<file path="config.mk">
export PLATFORM = sky130hd
export DESIGN_NAME = sel_2_1_arbiter_flat
export DESIGN_NICKNAME = d
export VERILOG_FILES = /design/src/rtl/sel_arb_pkg.sv /design/src/rtl/sel_2_1_arbiter_if.sv /design/src/rtl/sel_2_1_data.sv /design/src/rtl/sel_2_1_arbiter.sv /design/src/flat_wrapper.sv
export SDC_FILE = /design/constraint.sdc
export NUM_CORES = 1
export LEC_CHECK = 0
export BUFFER_PORTS_ARGS = -buffer_cell sky130_fd_sc_hd__buf_2
export CORE_MARGIN = 10
export CORE_UTILIZATION = 30
export DETAILED_ROUTE_END_ITERATION = 10
export PLACE_DENSITY = 0.6
export SYNTH_ARGS = -nofsm -noshare
export SYNTH_HDL_FRONTEND = slang
export SYNTH_SLANG_ARGS = --single-unit
</file>
<file path="constraint.sdc">
create_clock -name CLK -period 5.78 [get_ports CLK]
set_input_delay 1.156 -clock CLK [delete_from_list [all_inputs] [get_ports CLK]]
set_output_delay 1.156 -clock CLK [all_outputs]
set_load 0.03 [all_outputs]
</file>
<file path="src/rtl/sel_arb_pkg.sv">
// Shared encodings for the 2:1 selector arbiter: FSM state values and SEL polarity.
package sel_arb_pkg;

   localparam logic [1:0] ST_IDLE  = 2'd0;
   localparam logic [1:0] ST_GNT_A = 2'd1;
   localparam logic [1:0] ST_GNT_B = 2'd2;

   localparam logic SEL_A = 1'b0;
   localparam logic SEL_B = 1'b1;

   typedef enum logic [1:0] {
      StIdle = ST_IDLE,
      StGntA = ST_GNT_A,
      StGntB = ST_GNT_B
   } state_e;

   function automatic state_e sel_to_state(logic sel);
      return (sel == SEL_B) ? StGntB : StGntA;
   endfunction

endpackage

</file>
<file path="src/rtl/sel_2_1_arbiter_if.sv">
// Handshake bundle between two requesters, the arbiter and the downstream consumer.
interface sel_2_1_arbiter_if #(
   parameter int unsigned W = 8
);

   logic         A_VALID;
   logic [W-1:0] A_DATA;
   logic         A_READY;
   logic         B_VALID;
   logic [W-1:0] B_DATA;
   logic         B_READY;
   logic         SEL;
   logic         OUT_VALID;
   logic [W-1:0] OUT_DATA;
   logic         OUT_READY;

   // master drives requests and downstream ready; slave is the arbiter
   modport master (
      output A_VALID, A_DATA, B_VALID, B_DATA, OUT_READY,
      input  A_READY, B_READY, SEL, OUT_VALID, OUT_DATA
   );

   modport slave (
      input  A_VALID, A_DATA, B_VALID, B_DATA, OUT_READY,
      output A_READY, B_READY, SEL, OUT_VALID, OUT_DATA
   );

endinterface

</file>
<file path="src/rtl/sel_2_1_data.sv">
// W-bit combinational 2:1 data selector steered by the arbiter's SEL.
module sel_2_1_data
   import sel_arb_pkg::*;
#(
   parameter int unsigned W = 8
) (
   input  logic         sel_i,
   input  logic [W-1:0] a_data_i,
   input  logic [W-1:0] b_data_i,
   output logic [W-1:0] data_o
);

   always_comb begin
      data_o = (sel_i == SEL_B) ? b_data_i : a_data_i;
   end

endmodule

</file>
<file path="src/rtl/sel_2_1_arbiter.sv">
// Round-robin burst arbiter for two VALID/READY requesters sharing one registered output.
module sel_2_1_arbiter
   import sel_arb_pkg::*;
#(
   parameter int unsigned W         = 8,
   parameter int unsigned MAX_BURST = 4
) (
   input logic              CLK,
   input logic              RST_N,
   sel_2_1_arbiter_if.slave bus
);

   localparam int unsigned      CNT_W   = $clog2(MAX_BURST + 1);
   localparam logic [CNT_W-1:0] CntMax  = CNT_W'(MAX_BURST);

   state_e           state_q, state_d;
   logic             last_q, last_d;
   logic [CNT_W-1:0] cnt_q, cnt_d;
   logic             sel_q, sel_d;
   logic             out_valid_q, out_valid_d;
   logic [W-1:0]     out_data_q, out_data_d;

   logic             granted;
   logic             gnt_sel;
   logic             cur_valid;
   logic             oth_valid;
   logic             slot_free;
   logic             accept;
   logic             release_gnt;
   logic [CNT_W-1:0] cnt_inc;
   logic [W-1:0]     mux_data;

   sel_2_1_data #(
      .W (W)
   ) u_data (
      .sel_i    (sel_q),
      .a_data_i (bus.A_DATA),
      .b_data_i (bus.B_DATA),
      .data_o   (mux_data)
   );

   always_comb begin
      granted     = (state_q == StGntA) || (state_q == StGntB);
      gnt_sel     = (state_q == StGntB) ? SEL_B : SEL_A;
      cur_valid   = (state_q == StGntB) ? bus.B_VALID : bus.A_VALID;
      oth_valid   = (state_q == StGntB) ? bus.A_VALID : bus.B_VALID;
      // output slot can take a beat if empty or being drained this cycle
      slot_free   = !out_valid_q || bus.OUT_READY;
      accept      = granted && cur_valid && slot_free;
      cnt_inc     = cnt_q + CNT_W'(1);
      release_gnt = granted && ((accept && (cnt_inc == CntMax)) || (!cur_valid && slot_free));
   end

   always_comb begin
      state_d     = state_q;
      last_d      = last_q;
      cnt_d       = cnt_q;
      sel_d       = sel_q;
      out_valid_d = out_valid_q && !bus.OUT_READY;
      out_data_d  = out_data_q;

      if (accept) begin
         out_data_d  = mux_data;
         out_valid_d = 1'b1;
         cnt_d       = cnt_inc;
      end

      unique case (state_q)
         StIdle: begin
            // on a tie the requester that was not served last wins
            if (bus.A_VALID && (!bus.B_VALID || (last_q == SEL_B))) begin
               state_d = StGntA;
               sel_d   = SEL_A;
            end else if (bus.B_VALID) begin
               state_d = StGntB;
               sel_d   = SEL_B;
            end
         end
         StGntA, StGntB: begin
            if (release_gnt) begin
               last_d = gnt_sel;
               cnt_d  = '0;
               if (oth_valid) begin
                  state_d = sel_to_state(~gnt_sel);
                  sel_d   = ~gnt_sel;
               end else begin
                  state_d = StIdle;
               end
            end
         end
         default: begin
            state_d = StIdle;
         end
      endcase
   end

   always_ff @(posedge CLK or negedge RST_N) begin
      if (!RST_N) begin
         state_q     <= StIdle;
         last_q      <= SEL_B;
         cnt_q       <= '0;
         sel_q       <= SEL_A;
         out_valid_q <= 1'b0;
         out_data_q  <= '0;
      end else begin
         state_q     <= state_d;
         last_q      <= last_d;
         cnt_q       <= cnt_d;
         sel_q       <= sel_d;
         out_valid_q <= out_valid_d;
         out_data_q  <= out_data_d;
      end
   end

   assign bus.A_READY   = (state_q == StGntA) && slot_free;
   assign bus.B_READY   = (state_q == StGntB) && slot_free;
   assign bus.SEL       = sel_q;
   assign bus.OUT_VALID = out_valid_q;
   assign bus.OUT_DATA  = out_data_q;

endmodule

</file>
<file path="src/flat_wrapper.sv">
// flat-port wrapper written by rule: the top's interface ports become plain ports
module sel_2_1_arbiter_flat import sel_arb_pkg::*;
#(
   parameter int unsigned W         = 8,
   parameter int unsigned MAX_BURST = 4
)
  (CLK, RST_N, bus_A_VALID, bus_A_DATA, bus_B_VALID, bus_B_DATA, bus_OUT_READY, bus_A_READY, bus_B_READY, bus_SEL, bus_OUT_VALID, bus_OUT_DATA);
  sel_2_1_arbiter_if #(.W(W)) bus_i ();
  input logic CLK;
  input logic RST_N;
  input wire logic [$bits(bus_i.A_VALID)-1:0] bus_A_VALID;
  input wire logic [$bits(bus_i.A_DATA)-1:0] bus_A_DATA;
  input wire logic [$bits(bus_i.B_VALID)-1:0] bus_B_VALID;
  input wire logic [$bits(bus_i.B_DATA)-1:0] bus_B_DATA;
  input wire logic [$bits(bus_i.OUT_READY)-1:0] bus_OUT_READY;
  output wire logic [$bits(bus_i.A_READY)-1:0] bus_A_READY;
  output wire logic [$bits(bus_i.B_READY)-1:0] bus_B_READY;
  output wire logic [$bits(bus_i.SEL)-1:0] bus_SEL;
  output wire logic [$bits(bus_i.OUT_VALID)-1:0] bus_OUT_VALID;
  output wire logic [$bits(bus_i.OUT_DATA)-1:0] bus_OUT_DATA;
  assign bus_i.A_VALID = bus_A_VALID;
  assign bus_i.A_DATA = bus_A_DATA;
  assign bus_i.B_VALID = bus_B_VALID;
  assign bus_i.B_DATA = bus_B_DATA;
  assign bus_i.OUT_READY = bus_OUT_READY;
  assign bus_A_READY = bus_i.A_READY;
  assign bus_B_READY = bus_i.B_READY;
  assign bus_SEL = bus_i.SEL;
  assign bus_OUT_VALID = bus_i.OUT_VALID;
  assign bus_OUT_DATA = bus_i.OUT_DATA;
  sel_2_1_arbiter #(.W(W), .MAX_BURST(MAX_BURST)) u_core (.CLK(CLK), .RST_N(RST_N), .bus(bus_i));
endmodule
</file>
* Yosys cells after proc, flatten, opt, wreduce, memory -nomap -nowiden *
Cells that the tools add are included.

cells by class
  $add $sub $neg = 1
  eq/ne operators = 6
  mux-type cells = 19
  bitwise gates (word level) = 1
  reductions and logical operators = 23

operators with widths
  operator               number
  $mux W2                5
  $logic_and A1 B1 Y1    9
  $mux W3                3
  $mux W1                8
  $mux W8                1
  $logic_not A1 Y1       4
  $logic_or A1 B1 Y1     4
  $ne A2 B1 Y1 const B   2
  $pmux W2 S2            1
  $reduce_and A2 Y1      2
  $reduce_and A4 Y1      1
  $add A3 B1 Y3 const B  1
  $eq A3 B3 Y1 const B   1
  $ne A3 B2 Y1 const B   1
  $eq A2 B1 Y1 const B   1
  $eq A2 B2 Y1 const B   1
  $logic_not A2 Y1       1
  $pmux W1 S2            1
  $reduce_bool A2 Y1     1
  $reduce_or A2 Y1       1
  $not A1 Y1             1

word-level totals
  register bits = 16
  logic and storage cells = 56

* Depth between registers and ports, before layout *
  depth in word-level cells = 9
  gate-level depth with buffers = 7
  depth with buffers taken out = 6

* Modules after synthesis *
Synthesis repeated with hierarchy kept, for this count alone.

unflattened totals
  cell total of the unflattened synthesis = 85
  area, all modules = 992.2 µm²

modules (own cells, without submodules)
  module           instances  cells each  area an instance (µm²)  sequential area each (µm²)
  sel_2_1_arbiter  1          76          860.8                   401.6
  sel_2_1_data     1          9           131.4                   0.0

* Least setup slack after synthesis *
OpenSTA, ideal clock, no wires.

  path kind = input to output
  start point = in bus_OUT_READY
  end point = out bus_A_READY
  arrival = 1.624 ns
  setup slack = 3.000 ns
  stages = 2
  cell sequence = nand2b_1 > and2_1

between the ends
  longest elaborated chain between the ends = 2

ends and longest elaborated chain
  what                 RTL line                source
  start, declared      flat_wrapper.sv:15      input wire logic [$bits(bus_i.OUT_READY)-1:0] bus_OUT_READY;
  $logic_or A1 B1 Y1   sel_2_1_arbiter.sv:48   slot_free = !out_valid_q || bus.OUT_READY;
  $logic_and A1 B1 Y1  sel_2_1_arbiter.sv:115  assign bus.A_READY = (state_q == StGntA) && slot_free;
  end, declared        flat_wrapper.sv:16      output wire logic [$bits(bus_i.A_READY)-1:0] bus_A_READY;

No other way between the ends.

* Final worst setup path *
  start point = in bus_OUT_READY
  end point = out bus_B_READY

between the ends
  longest elaborated chain between the ends = 2

ends and longest elaborated chain
  what                 RTL line                source
  $logic_or A1 B1 Y1   sel_2_1_arbiter.sv:48
  $logic_and A1 B1 Y1  sel_2_1_arbiter.sv:116  assign bus.B_READY = (state_q == StGntB) && slot_free;
  end, declared        flat_wrapper.sv:17      output wire logic [$bits(bus_i.B_READY)-1:0] bus_B_READY;

No other way between the ends.

==> out/metrics.yaml <==
status:
  status: "finished clean"
routing:
  drc: 0
  wire_per_inst_um: 12.73
  vias: 749
  routed_wl_um: 2138
  drtPass1Iterations: 4
  antenna_left: 0
  drtIter0Drc: 9
  via_per_inst: 4.458
synthesis:
  synth_ff_type: "dfrtp_1"
  avgSynthCellArea_um2: 10.72
  synth.yosys.seq_area_share_pct: 41.15
  synth-edff-count: 0
  synth.distinct_cells: 33
  synth_cells: 91
  synth-seq-cells: 16
  synth_area_um2: 975.9
  yosys.area.top_type_share_pct: 38.46
  async_reset_ff_share_pct: 100.0
  yosysWarnings: 0
  synth_nets: 119
  synth_top_cell_by_area: "dfrtp_1"
  synth_area_leaders: "dfrtp_1 (38%), mux2i_1 (12%), ha_1 (9.0%)"
floorplanning:
  die_h_um: 77.04
  coreArea_mm2: 0.003078
  dieArea_mm2: 0.005934
  fp.dieW_um: 77.04
  rows: 20
  start_util_pct: 31.71
  ios: 33
worst_setup_path:
  startpoint_type: "input pin"
  crit_path_max_incr_delay_ns: 0.21
  critPathSlowestCell: "nand2b_1"
  crit_fanout: 5
  crit_family: "simple AND/OR/NAND/NOR gates"
  cp_num_buf_inv: 2
  worst_setup_path_end_kind: "output pin"
  crit_type: "in -> out"
  cp_data_required_time_ns: 4.62
  cp.arrival_ns: 1.84
  critPathMostFrequentCell: "buf_2"
  cp_cell_sequence: "buf_2, nand2b_1, and2_1, buf_2"
clocking:
  h-tree-depth: 1
  clock_path_buffers: 2
  holdBufCountCts: 0
  clockRootBuffer: "clkbuf_4"
  clock_sinks: 16
  insertion_delay_ns: 0.28
  postCtsSetupBuffers: 0
  cts_tree: "yes"
  clk_pin_slew_ns: 0.09
  cts-resized-gates: 0
  cts_buffers: 3
global_routing:
  grt_max_degree: 19
  grt_pass1_wl_um: 3601
  grt_usage_pct: 7.182
  met2_usage_pct: 11.38
  top_usage_layer: "met2"
  grt_pass1_vias: 759
  met1_usage_pct: 8.731
  grt_overflow: 0
  use_met3_pct: 3.497
  antenna_found_initial: 0
timing:
  slew_viol_final: 0
  rsz0062_at_grt: "false"
  tns_ns: 0
  tightest_slew_ns: 0.4916
  final-setup-viol-count: 0
  skew_ns: 0.003334
  slew_headroom_pct: 67.22
  finalHoldViolCount: 0
  fin_crit_sh_pct: 51.77
  fin_crit_ns: 2.992
  fmax_mhz: 334.2
power:
  p_sw_share_pct: 45.93
  clockPowerShare_pct: 11.1
  p_sw_uw: 303.1
  ir_drop_v: 0.0002152
  p_int_uw: 356.8
  power_leakage_uw: 0.0006328
  power_frac_comb_pct: 57.1
  seqPwrFrac_pct: 31.9
  p_per_area_mw_per_mm2: 543.2
place:
  hpwl_um: 1745
  gp_congestion: 0.7673
  portBuffers: 32
  placed_cell_area_mm2: 0.001179
cells_and_area:
  antenna_cells: 0
  fin_area_mm2: 0.001215
  layout.cells.most_common: "buf_2"
  final_cell_mix: "buf_2 (32), dfrtp_1 (15), mux2i_1 (12), nand2_1 (11), o21ai_0 (8)"
  nets: 153
  drive_gt1_share_pct: 33.87
  syn2layout_area_growth_pct: 24.49
run:
  cap_violations: 0
hold_path:
  min_path_type: "reg -> reg"
final cells by class:
type,count,area [um^2]
inverter,2,7.507
multi-input combinational,70,554.3
fill,311,1863
tap,44,55.05
clock buffer,4,36.28
sequential,16,401.6
timing repair buffer,32,160.2
cell families (layout without fill, tap and decap cells):
| logic type | after synthesis | after routing | share of synthesized area [%] |
|---|---|---|---|
| AOI/OAI and AO/OA | 18 | 18 | 12.82 |
| xor gates and xnor gates | 3 | 3 | 3.462 |
| adders and majority gates | 7 | 7 | 8.974 |
| buffers and inverters | 5 | 38 | 2.050 |
| DFF | 16 | 16 | 41.15 |
| muxes | 14 | 14 | 15.00 |
| and+or+nand+nor | 28 | 28 | 16.54 |
power by group through the flow:
stage | registers [uW] | clock network, uW | logic, uW
6_report | 210 | 73.0 | 377
5_1_grt | 218 | 81.1 | 424
4_1_cts | 212 | 77.0 | 384
3_5_place_dp | 214 | 0 | 383
3_3_place_gp | 211 | 0 | 379
2_1_floorplan | 262 | 0 | 243
worst register-to-register path, cell delays in order, from the launching register on:
cell and delay, ns:
dfrtp_1 0.39, inv_1 0.10, ha_1 0.50, and2_1 0.25, a21boi_4 0.08, nor3b_4 0.25
mux2_1 0.35
registers in the layout, summed over array words and instances, names as in the netlist:
name	count
u_core.bus.OUT_DATA	8
u_core.bus.OUT_VALID	1
u_core.bus.SEL	1
u_core.cnt_q	3
u_core.last_q	1
u_core.state_q	2
Yosys cell counts (3+ instances only):
cell type	count
dfrtp_1	15
nor2_1	3
and2_1	3
mux2i_1	12
ha_1	7
o21ai_0	8
nand2_1	11
through the flow:
| stage | total power, uW | setup slack [ns] | std cells | hold WS, ns | util (%) |
|---|---|---|---|---|---|
| 2_1_floorplan | 504.8 | 3.000 | 91 | 0.5201 | - |
| 3_3_place_gp | 589.8 | 2.777 | 164 | 0.4632 | 38.29 |
| 3_5_place_dp | 597.7 | 2.773 | 164 | 0.4681 | 38.29 |
| 4_1_cts | 673.1 | 2.771 | 168 | 0.4907 | 39.47 |
| 5_1_grt | 723.1 | 2.712 | 168 | 0.5321 | 39.47 |
| 6_report | 659.9 | 2.788 | 168 | 0.4837 | 39.47 |
per-layer routing:
metal,wire (um),up-vias
met2,1016,21
met1,920,342
met3,200,0
li1,-,386
met4,0,0
met5,0,-
path summary, 6_finish.rpt:
| check | cells past startpoint | from | slack (ns) | end |
|---|---|---|---|---|
| worst min register to register | 2 | u_core.bus.OUT_DATA[6] | 0.48 | u_core.bus.OUT_DATA[6] |
| max in group asynchronous | 1 | RST_N | 4.71 | u_core.last_q |
| min in group asynchronous | 1 | RST_N | 0.77 | u_core.bus.OUT_VALID |
| worst max register to register | 6 | u_core.state_q[0] | 3.78 | u_core.last_q |
| worst min-delay path | 2 | u_core.bus.OUT_DATA[6] | 0.48 | u_core.bus.OUT_DATA[6] |
| worst max-delay path | 4 | bus_OUT_READY | 2.79 | bus_B_READY |
(Power assumes the default switching activity.)
